--- src/rtl/lcd_temp_ctrl_if.sv ---
// Write-only HD44780 character LCD bus (8-bit data, RS, RW, E).
interface lcd_temp_ctrl_if;
    logic       lcd_rs;
    logic       lcd_rw;
    logic       lcd_e;
    logic [7:0] lcd_data;

    modport master (output lcd_rs, output lcd_rw, output lcd_e, output lcd_data);
    modport slave  (input  lcd_rs, input  lcd_rw, input  lcd_e, input  lcd_data);
endinterface

--- src/rtl/lcd_temp_ctrl.sv ---
// HD44780 LCD sequencer: power-up wait, init commands, then "T=DD.DDC" frames
// built from a packed-BCD temperature snapshot taken on each sample_tick.
module lcd_temp_ctrl #(
    parameter int unsigned E_PULSE_CYC    = 12,
    parameter int unsigned CMD_WAIT_CYC   = 2500,
    parameter int unsigned CLR_WAIT_CYC   = 100000,
    parameter int unsigned PWRUP_WAIT_CYC = 2000000
) (
    input  logic                   clk,
    input  logic                   rst,
    input  logic                   sample_tick,
    input  logic [15:0]            bcd_in,
    output logic                   busy,
    lcd_temp_ctrl_if.master        lcd
);

    localparam int unsigned MAX_A = (E_PULSE_CYC > CMD_WAIT_CYC) ? E_PULSE_CYC : CMD_WAIT_CYC;
    localparam int unsigned MAX_B = (CLR_WAIT_CYC > PWRUP_WAIT_CYC) ? CLR_WAIT_CYC : PWRUP_WAIT_CYC;
    localparam int unsigned MAX_C = (MAX_A > MAX_B) ? MAX_A : MAX_B;
    localparam int unsigned CW    = (MAX_C > 1) ? $clog2(MAX_C + 1) : 1;

    typedef enum logic [1:0] {PWRUP, INIT, IDLE, UPD} state_t;
    typedef enum logic [1:0] {SETUP, PULSE, WAIT} phase_t;

    state_t          state_q, state_d;
    phase_t          phase_q, phase_d;
    logic [CW-1:0]   cnt_q, cnt_d;
    logic [3:0]      idx_q, idx_d;
    logic            pending_q, pending_d;
    logic [15:0]     snap_q, snap_d;
    logic            rs_q, rs_d;
    logic [7:0]      data_q, data_d;

    logic [CW-1:0]   wait_last;
    logic [3:0]      last_idx;
    logic [3:0]      idx_nxt;

    function automatic logic [7:0] digit(input logic [3:0] n, input logic blank_zero);
        if (blank_zero && n == 4'd0) return 8'h20;
        else if (n > 4'd9)           return 8'h3F;
        else                         return 8'h30 + {4'h0, n};
    endfunction

    function automatic logic [8:0] init_byte(input logic [3:0] i);
        case (i)
            4'd0:    return {1'b0, 8'h38};
            4'd1:    return {1'b0, 8'h0C};
            4'd2:    return {1'b0, 8'h06};
            default: return {1'b0, 8'h01};
        endcase
    endfunction

    function automatic logic [8:0] upd_byte(input logic [3:0] i, input logic [15:0] s);
        case (i)
            4'd0:    return {1'b0, 8'h80};
            4'd1:    return {1'b1, 8'h54};
            4'd2:    return {1'b1, 8'h3D};
            4'd3:    return {1'b1, digit(s[15:12], 1'b1)};
            4'd4:    return {1'b1, digit(s[11:8], 1'b0)};
            4'd5:    return {1'b1, 8'h2E};
            4'd6:    return {1'b1, digit(s[7:4], 1'b0)};
            4'd7:    return {1'b1, digit(s[3:0], 1'b0)};
            default: return {1'b1, 8'h43};
        endcase
    endfunction

    always_ff @(posedge clk or posedge rst) begin
        if (rst) begin
            state_q   <= PWRUP;
            phase_q   <= SETUP;
            cnt_q     <= '0;
            idx_q     <= '0;
            pending_q <= 1'b0;
            snap_q    <= '0;
            rs_q      <= 1'b0;
            data_q    <= '0;
        end else begin
            state_q   <= state_d;
            phase_q   <= phase_d;
            cnt_q     <= cnt_d;
            idx_q     <= idx_d;
            pending_q <= pending_d;
            snap_q    <= snap_d;
            rs_q      <= rs_d;
            data_q    <= data_d;
        end
    end

    // The clear command alone needs the long settle time after its pulse.
    assign wait_last = (!rs_q && data_q == 8'h01) ? CW'(CLR_WAIT_CYC - 1) : CW'(CMD_WAIT_CYC - 1);
    assign last_idx  = (state_q == INIT) ? 4'd3 : 4'd8;
    assign idx_nxt   = idx_q + 4'd1;

    always_comb begin
        state_d   = state_q;
        phase_d   = phase_q;
        cnt_d     = cnt_q;
        idx_d     = idx_q;
        snap_d    = snap_q;
        rs_d      = rs_q;
        data_d    = data_q;
        pending_d = pending_q | (sample_tick && state_q != IDLE);

        case (state_q)
            PWRUP: begin
                if (cnt_q == CW'(PWRUP_WAIT_CYC - 1)) begin
                    state_d          = INIT;
                    phase_d          = SETUP;
                    cnt_d            = '0;
                    idx_d            = '0;
                    {rs_d, data_d}   = init_byte(4'd0);
                end else begin
                    cnt_d = cnt_q + CW'(1);
                end
            end
            IDLE: begin
                if (pending_q || sample_tick) begin
                    snap_d           = bcd_in;
                    pending_d        = 1'b0;
                    state_d          = UPD;
                    phase_d          = SETUP;
                    cnt_d            = '0;
                    idx_d            = '0;
                    {rs_d, data_d}   = upd_byte(4'd0, bcd_in);
                end
            end
            default: begin
                case (phase_q)
                    SETUP: begin
                        phase_d = PULSE;
                        cnt_d   = '0;
                    end
                    PULSE: begin
                        if (cnt_q == CW'(E_PULSE_CYC - 1)) begin
                            phase_d = WAIT;
                            cnt_d   = '0;
                        end else begin
                            cnt_d = cnt_q + CW'(1);
                        end
                    end
                    default: begin
                        if (cnt_q == wait_last) begin
                            cnt_d = '0;
                            if (idx_q == last_idx) begin
                                state_d = IDLE;
                            end else begin
                                idx_d   = idx_nxt;
                                phase_d = SETUP;
                                if (state_q == INIT) {rs_d, data_d} = init_byte(idx_nxt);
                                else                 {rs_d, data_d} = upd_byte(idx_nxt, snap_q);
                            end
                        end else begin
                            cnt_d = cnt_q + CW'(1);
                        end
                    end
                endcase
            end
        endcase
    end

    always_comb begin
        lcd.lcd_rs   = rs_q;
        lcd.lcd_rw   = 1'b0;
        lcd.lcd_data = data_q;
        lcd.lcd_e    = (state_q == INIT || state_q == UPD) && phase_q == PULSE;
        busy         = state_q != IDLE;
    end

endmodule

--- src/flat_wrapper.sv ---
// flat-port wrapper written by rule: the top's interface ports become plain ports
module lcd_temp_ctrl_flat 
#(
    parameter int unsigned E_PULSE_CYC    = 12,
    parameter int unsigned CMD_WAIT_CYC   = 2500,
    parameter int unsigned CLR_WAIT_CYC   = 100000,
    parameter int unsigned PWRUP_WAIT_CYC = 2000000
)
  (clk, rst, sample_tick, bcd_in, busy, lcd_lcd_rs, lcd_lcd_rw, lcd_lcd_e, lcd_lcd_data);
  lcd_temp_ctrl_if lcd_i ();
  input  logic clk;
  input  logic rst;
  input  logic sample_tick;
  input  logic [15:0] bcd_in;
  output logic busy;
  output wire logic [$bits(lcd_i.lcd_rs)-1:0] lcd_lcd_rs;
  output wire logic [$bits(lcd_i.lcd_rw)-1:0] lcd_lcd_rw;
  output wire logic [$bits(lcd_i.lcd_e)-1:0] lcd_lcd_e;
  output wire logic [$bits(lcd_i.lcd_data)-1:0] lcd_lcd_data;
  assign lcd_lcd_rs = lcd_i.lcd_rs;
  assign lcd_lcd_rw = lcd_i.lcd_rw;
  assign lcd_lcd_e = lcd_i.lcd_e;
  assign lcd_lcd_data = lcd_i.lcd_data;
  lcd_temp_ctrl #(.E_PULSE_CYC(E_PULSE_CYC), .CMD_WAIT_CYC(CMD_WAIT_CYC), .CLR_WAIT_CYC(CLR_WAIT_CYC), .PWRUP_WAIT_CYC(PWRUP_WAIT_CYC)) u_core (.clk(clk), .rst(rst), .sample_tick(sample_tick), .bcd_in(bcd_in), .busy(busy), .lcd(lcd_i));
endmodule
--- config.mk ---
export PLATFORM = sky130hd
export DESIGN_NAME = lcd_temp_ctrl_flat
export DESIGN_NICKNAME = d
export VERILOG_FILES = /design/src/rtl/lcd_temp_ctrl_if.sv /design/src/rtl/lcd_temp_ctrl.sv /design/src/flat_wrapper.sv
export SDC_FILE = /design/constraint.sdc
export NUM_CORES = 1
export LEC_CHECK = 0
export ABC_AREA = 1
export CORE_ASPECT_RATIO = 0.6
export CORE_MARGIN = 10
export CORE_UTILIZATION = 50
export DETAILED_ROUTE_END_ITERATION = 7
export GPL_ROUTABILITY_DRIVEN = 0
export GPL_TIMING_DRIVEN = 0
export PLACE_DENSITY = 0.7
export SKIP_LAST_GASP = 1
export SLEW_MARGIN = 40
export SYNTH_ARGS = -nofsm -noshare
export SYNTH_HDL_FRONTEND = slang
export SYNTH_SLANG_ARGS = --single-unit
--- constraint.sdc ---
create_clock -name clk -period 2.39 [get_ports clk]
set_clock_uncertainty 0.2 [all_clocks]
set_input_delay 0.239 -clock clk [delete_from_list [all_inputs] [get_ports clk]]
set_output_delay 0.239 -clock clk [all_outputs]
set_load 0.02 [all_outputs]
==> impl_metrics.csv <==
group,metric,value,unit
global_routing,grt_pass1_vias,3046,
power,p_per_area,586,nW/um2
cells_and_area,area_growth,17.1,%
worst_setup_path,crit_path_start_kind,"flop",
synthesis,synth-edff-count,0,
clock_network,ctsHoldBuffers,0,
synthesis,synthArstFlopShare,1.00,
cells_and_area,seq_area,1380,um2
drt,vias,3549,
worst_setup_path,path_class,"flop to flop",
floorplanning,die_y,86.3,um
drt,wirelength,9.93,mm
synthesis,synth_warnings,0,
global_routing,grt_usage,0.179,
clock_network,path_clk_slew,70,ps
floorplanning,row_count,24,
power,p_leak,2.13,nW
timing,worst_pin_slew,522,ps
floorplanning,die-area,11300,um2
synthesis,muxShareOfSynthArea,0.0246,
floorplanning,die_w,131,um
synthesis,syn-num-nets,550,
cells_and_area,fin_nets,591,
synthesis,postSynthAreaPerCell,6.97,um2
synthesis,synth_compound_area_frac,0.0806,
worst_setup_path,cp_cell_sequence,"ha_4, inv_1, nor2_4, nand2_2, nor2_4, nand3_1, nand2_1, inv_2, nor2_8, inv_4, nor2_8, nand3_1, nand2_1, inv_1",
worst_setup_path,path_max_fanout,7,
timing,hold_viol,0,
global_routing,antenna_found_initial,0,
cells_and_area,fin_util,0.595,
power,vdd_drop_max,0.000399,V
synthesis,synthXorXnorAreaFrac,0.00956,
power,p_sw,868,uW
timing,setup_viol,0,
cells_and_area,antenna_cells,0,
drt,drc,0,
timing,layout_min_cycle_time,2300,ps
floorplanning,fp.coreArea,7210,um2
clock_network,clk_latency,300,ps
clock_network,clock-root-buffer,"clkbuf_16",
global_routing,grt_max_degree,31,
placed_design,hpwl,7.81,mm
timing,min_period_over_period,0.964,
clock_network,cts_tree,"done",
power,swShare,0.346,
synthesis,yosys.area_share.simple,0.389,
cells_and_area,drive_gt1_frac,0.108,
power,power_frac_clock,0.283,
placed_design,port_buffers,29,
synthesis,synthFlopType,"dfrtp_1",
timing,fmax,0.434,GHz
timing,setup_tns,0,ps
synthesis,seq_area_frac_synth,0.376,
cells_and_area,fill_cells,694,
clock_network,clock_sinks,55,
synthesis,syn_inst,526,
min_path,hold_path_class,"primary input to async pin",
global_routing,grt_pass1_wl,15.9,mm
synthesis,syn_area,3660,um2
power,power_frac_comb,0.277,
power,power,2.51,mW
drt,drt_iter0_markers,407,
floorplanning,initial_utilization,0.509,
clock_network,cts-buffers-inserted,5,
timing,max-slew-margin-rel,0.652,
worst_setup_path,end_kind,"flop",
worst_setup_path,worstPathRequired,2390,ps
worst_setup_path,cp.arrival,2300,ps
synthesis,yosys.area_share.adder,0.0171,
floorplanning,ioPinCount,31,
global_routing,grt_overflow,0,
timing,final_max_slew_viol_count,0,
power,p_int,1.64,mW
power,p_seq_frac,0.440,
worst_setup_path,cp_slowest_cell,"dfrtp_2",
worst_setup_path,cpPeakStageDelay,420,ps
drt,postRouteAntennaNets,0,
run,drv_cap,0,
synthesis,ys_seq_elements,55,
drt,dr.pass1.iters,5,
cells_and_area,multi_input_area,1950,um2
synthesis,yosysUniqueCellTypes,38,
timing,rsz0062_at_grt,"yes",
clock_network,cts_max_level,2,
clock_network,cts_buffer_depth,2,
run_status,status,"finished, final reports clean",
drt,wire_per_inst,15.1,um
drt,viasPerCell,5.40,
synthesis,synth_top_family_by_area,"simple AND/OR/NAND/NOR gates",
registers in the layout, summed over array words and instances, names as in the netlist:
name                 flops
u_core.cnt_q            21
u_core.snap_q           16
u_core.lcd.lcd_data      8
u_core.idx_q             4
u_core.phase_q           2
u_core.state_q           2
u_core.lcd.lcd_rs        1
u_core.pending_q         1
synthesized netlist by cell type (all sizes together), types with 2 or more instances:
cell type,number,share of area
o211ai,5,0.010
nor4,2,0.0034
nor2,95,0.12
buf,5,0.012
nand2,116,0.13
nand4,14,0.026
a21oi,14,0.019
ha,5,0.017
dfrtp,55,0.38
o21ai,28,0.043
inv,86,0.089
clkbuf,2,0.0020
nor3,15,0.024
xor2,3,0.0072
mux2,8,0.025
nand3,64,0.087
power by group through the flow:
stage	sequential [mW]	clock, mW	combinational [mW]
3_5_place_dp	1.11	0	0.655
2_1_floorplan	1.10	0	0.441
5_1_grt	1.12	0.754	0.777
3_3_place_gp	1.10	0	0.643
4_1_cts	1.09	0.718	0.659
6_report	1.11	0.711	0.695
final cells by class:
cell class,instances,share of cell area
multi-input cells,378,0.454
plain buffers,7,0.0117
repair buffers,34,0.0793
clock buffers,6,0.0300
well taps,91,0.0265
inverters,86,0.0764
flip-flops and latches,55,0.322
per-layer routing:
metal	vias up	share of wire	global-route usage	routed length, um
met5	-	0	0	0
met4	0	0.0086	0.0412	85
met3	9	0.12	0.0640	1170
met2	148	0.34	0.199	3400
met1	1628	0.53	0.296	5270
li1	1764	-	-	-
final timing paths:
kind	from	end	slack, ps	cells past startpoint
min in group clk	u_core.pending_q	u_core.pending_q	300	2
max in group asynchronous	rst	u_core.lcd.lcd_data[3]	1430	3
worst min register to register	u_core.pending_q	u_core.pending_q	300	2
worst max register to register	u_core.cnt_q[0]	u_core.phase_q[1]	90	14
worst min-delay path	rst	u_core.cnt_q[18]	90	2
worst max-delay path	u_core.cnt_q[0]	u_core.phase_q[1]	90	14
repair_timing:
action | CTS | global route
setup endpoints to repair | 0 | 25
setup buffers | 0 | 4
resized for setup | 0 | 11
placed cells by master (no fill, tap or decap), drive strengths merged:
master	n
o21ai	28
dfrtp	55
ha	5
nand2	116
clkdlybuf4s50	29
nor2	95
or2	1
nor3b	1
buf	10
o21a	1
nor4	2
o21bai	1
inv	86
clkbuf	8
xnor2	1
nand4	14
o211ai	5
mux2	8
nand3b	1
nand3	64
nor3	15
xor2	3
a31oi	1
conb	1
o31ai	1
a21oi	14
worst max-delay path: cells and delay by family (launching register included):
kind | cells | cell delay [ps]
DFF | 1 | 420
and+or+nand+nor | 9 | 1130
buffers and inverters | 4 | 270
adders and majority gates | 1 | 170
cell families after synthesis:
group / Yosys count
AND/OR/NAND/NOR: 309
other: 1
XOR/XNOR: 4
flip-flops: 55
multiplexers: 8
buffers and inverters: 93
AO/OA/AOI/OAI: 51
adder cells (fa/ha/maj): 5
per-stage QoR:
| stage | hold slack (ps) | instance area, um2 | setup WS (ps) | instances |
|---|---|---|---|---|
| CTS | 105 | 4220 | 12.8 | 653 |
| global placement | 280 | 4070 | -442 | 646 |
| global route | 129 | 4290 | -23.3 | 657 |
| finish | 89.4 | 4290 | 86.3 | 657 |
| detailed placement | 298 | 4090 | 30.8 | 647 |
| floorplan | 188 | 3660 | 373 | 526 |
(Power assumes the default switching activity.)
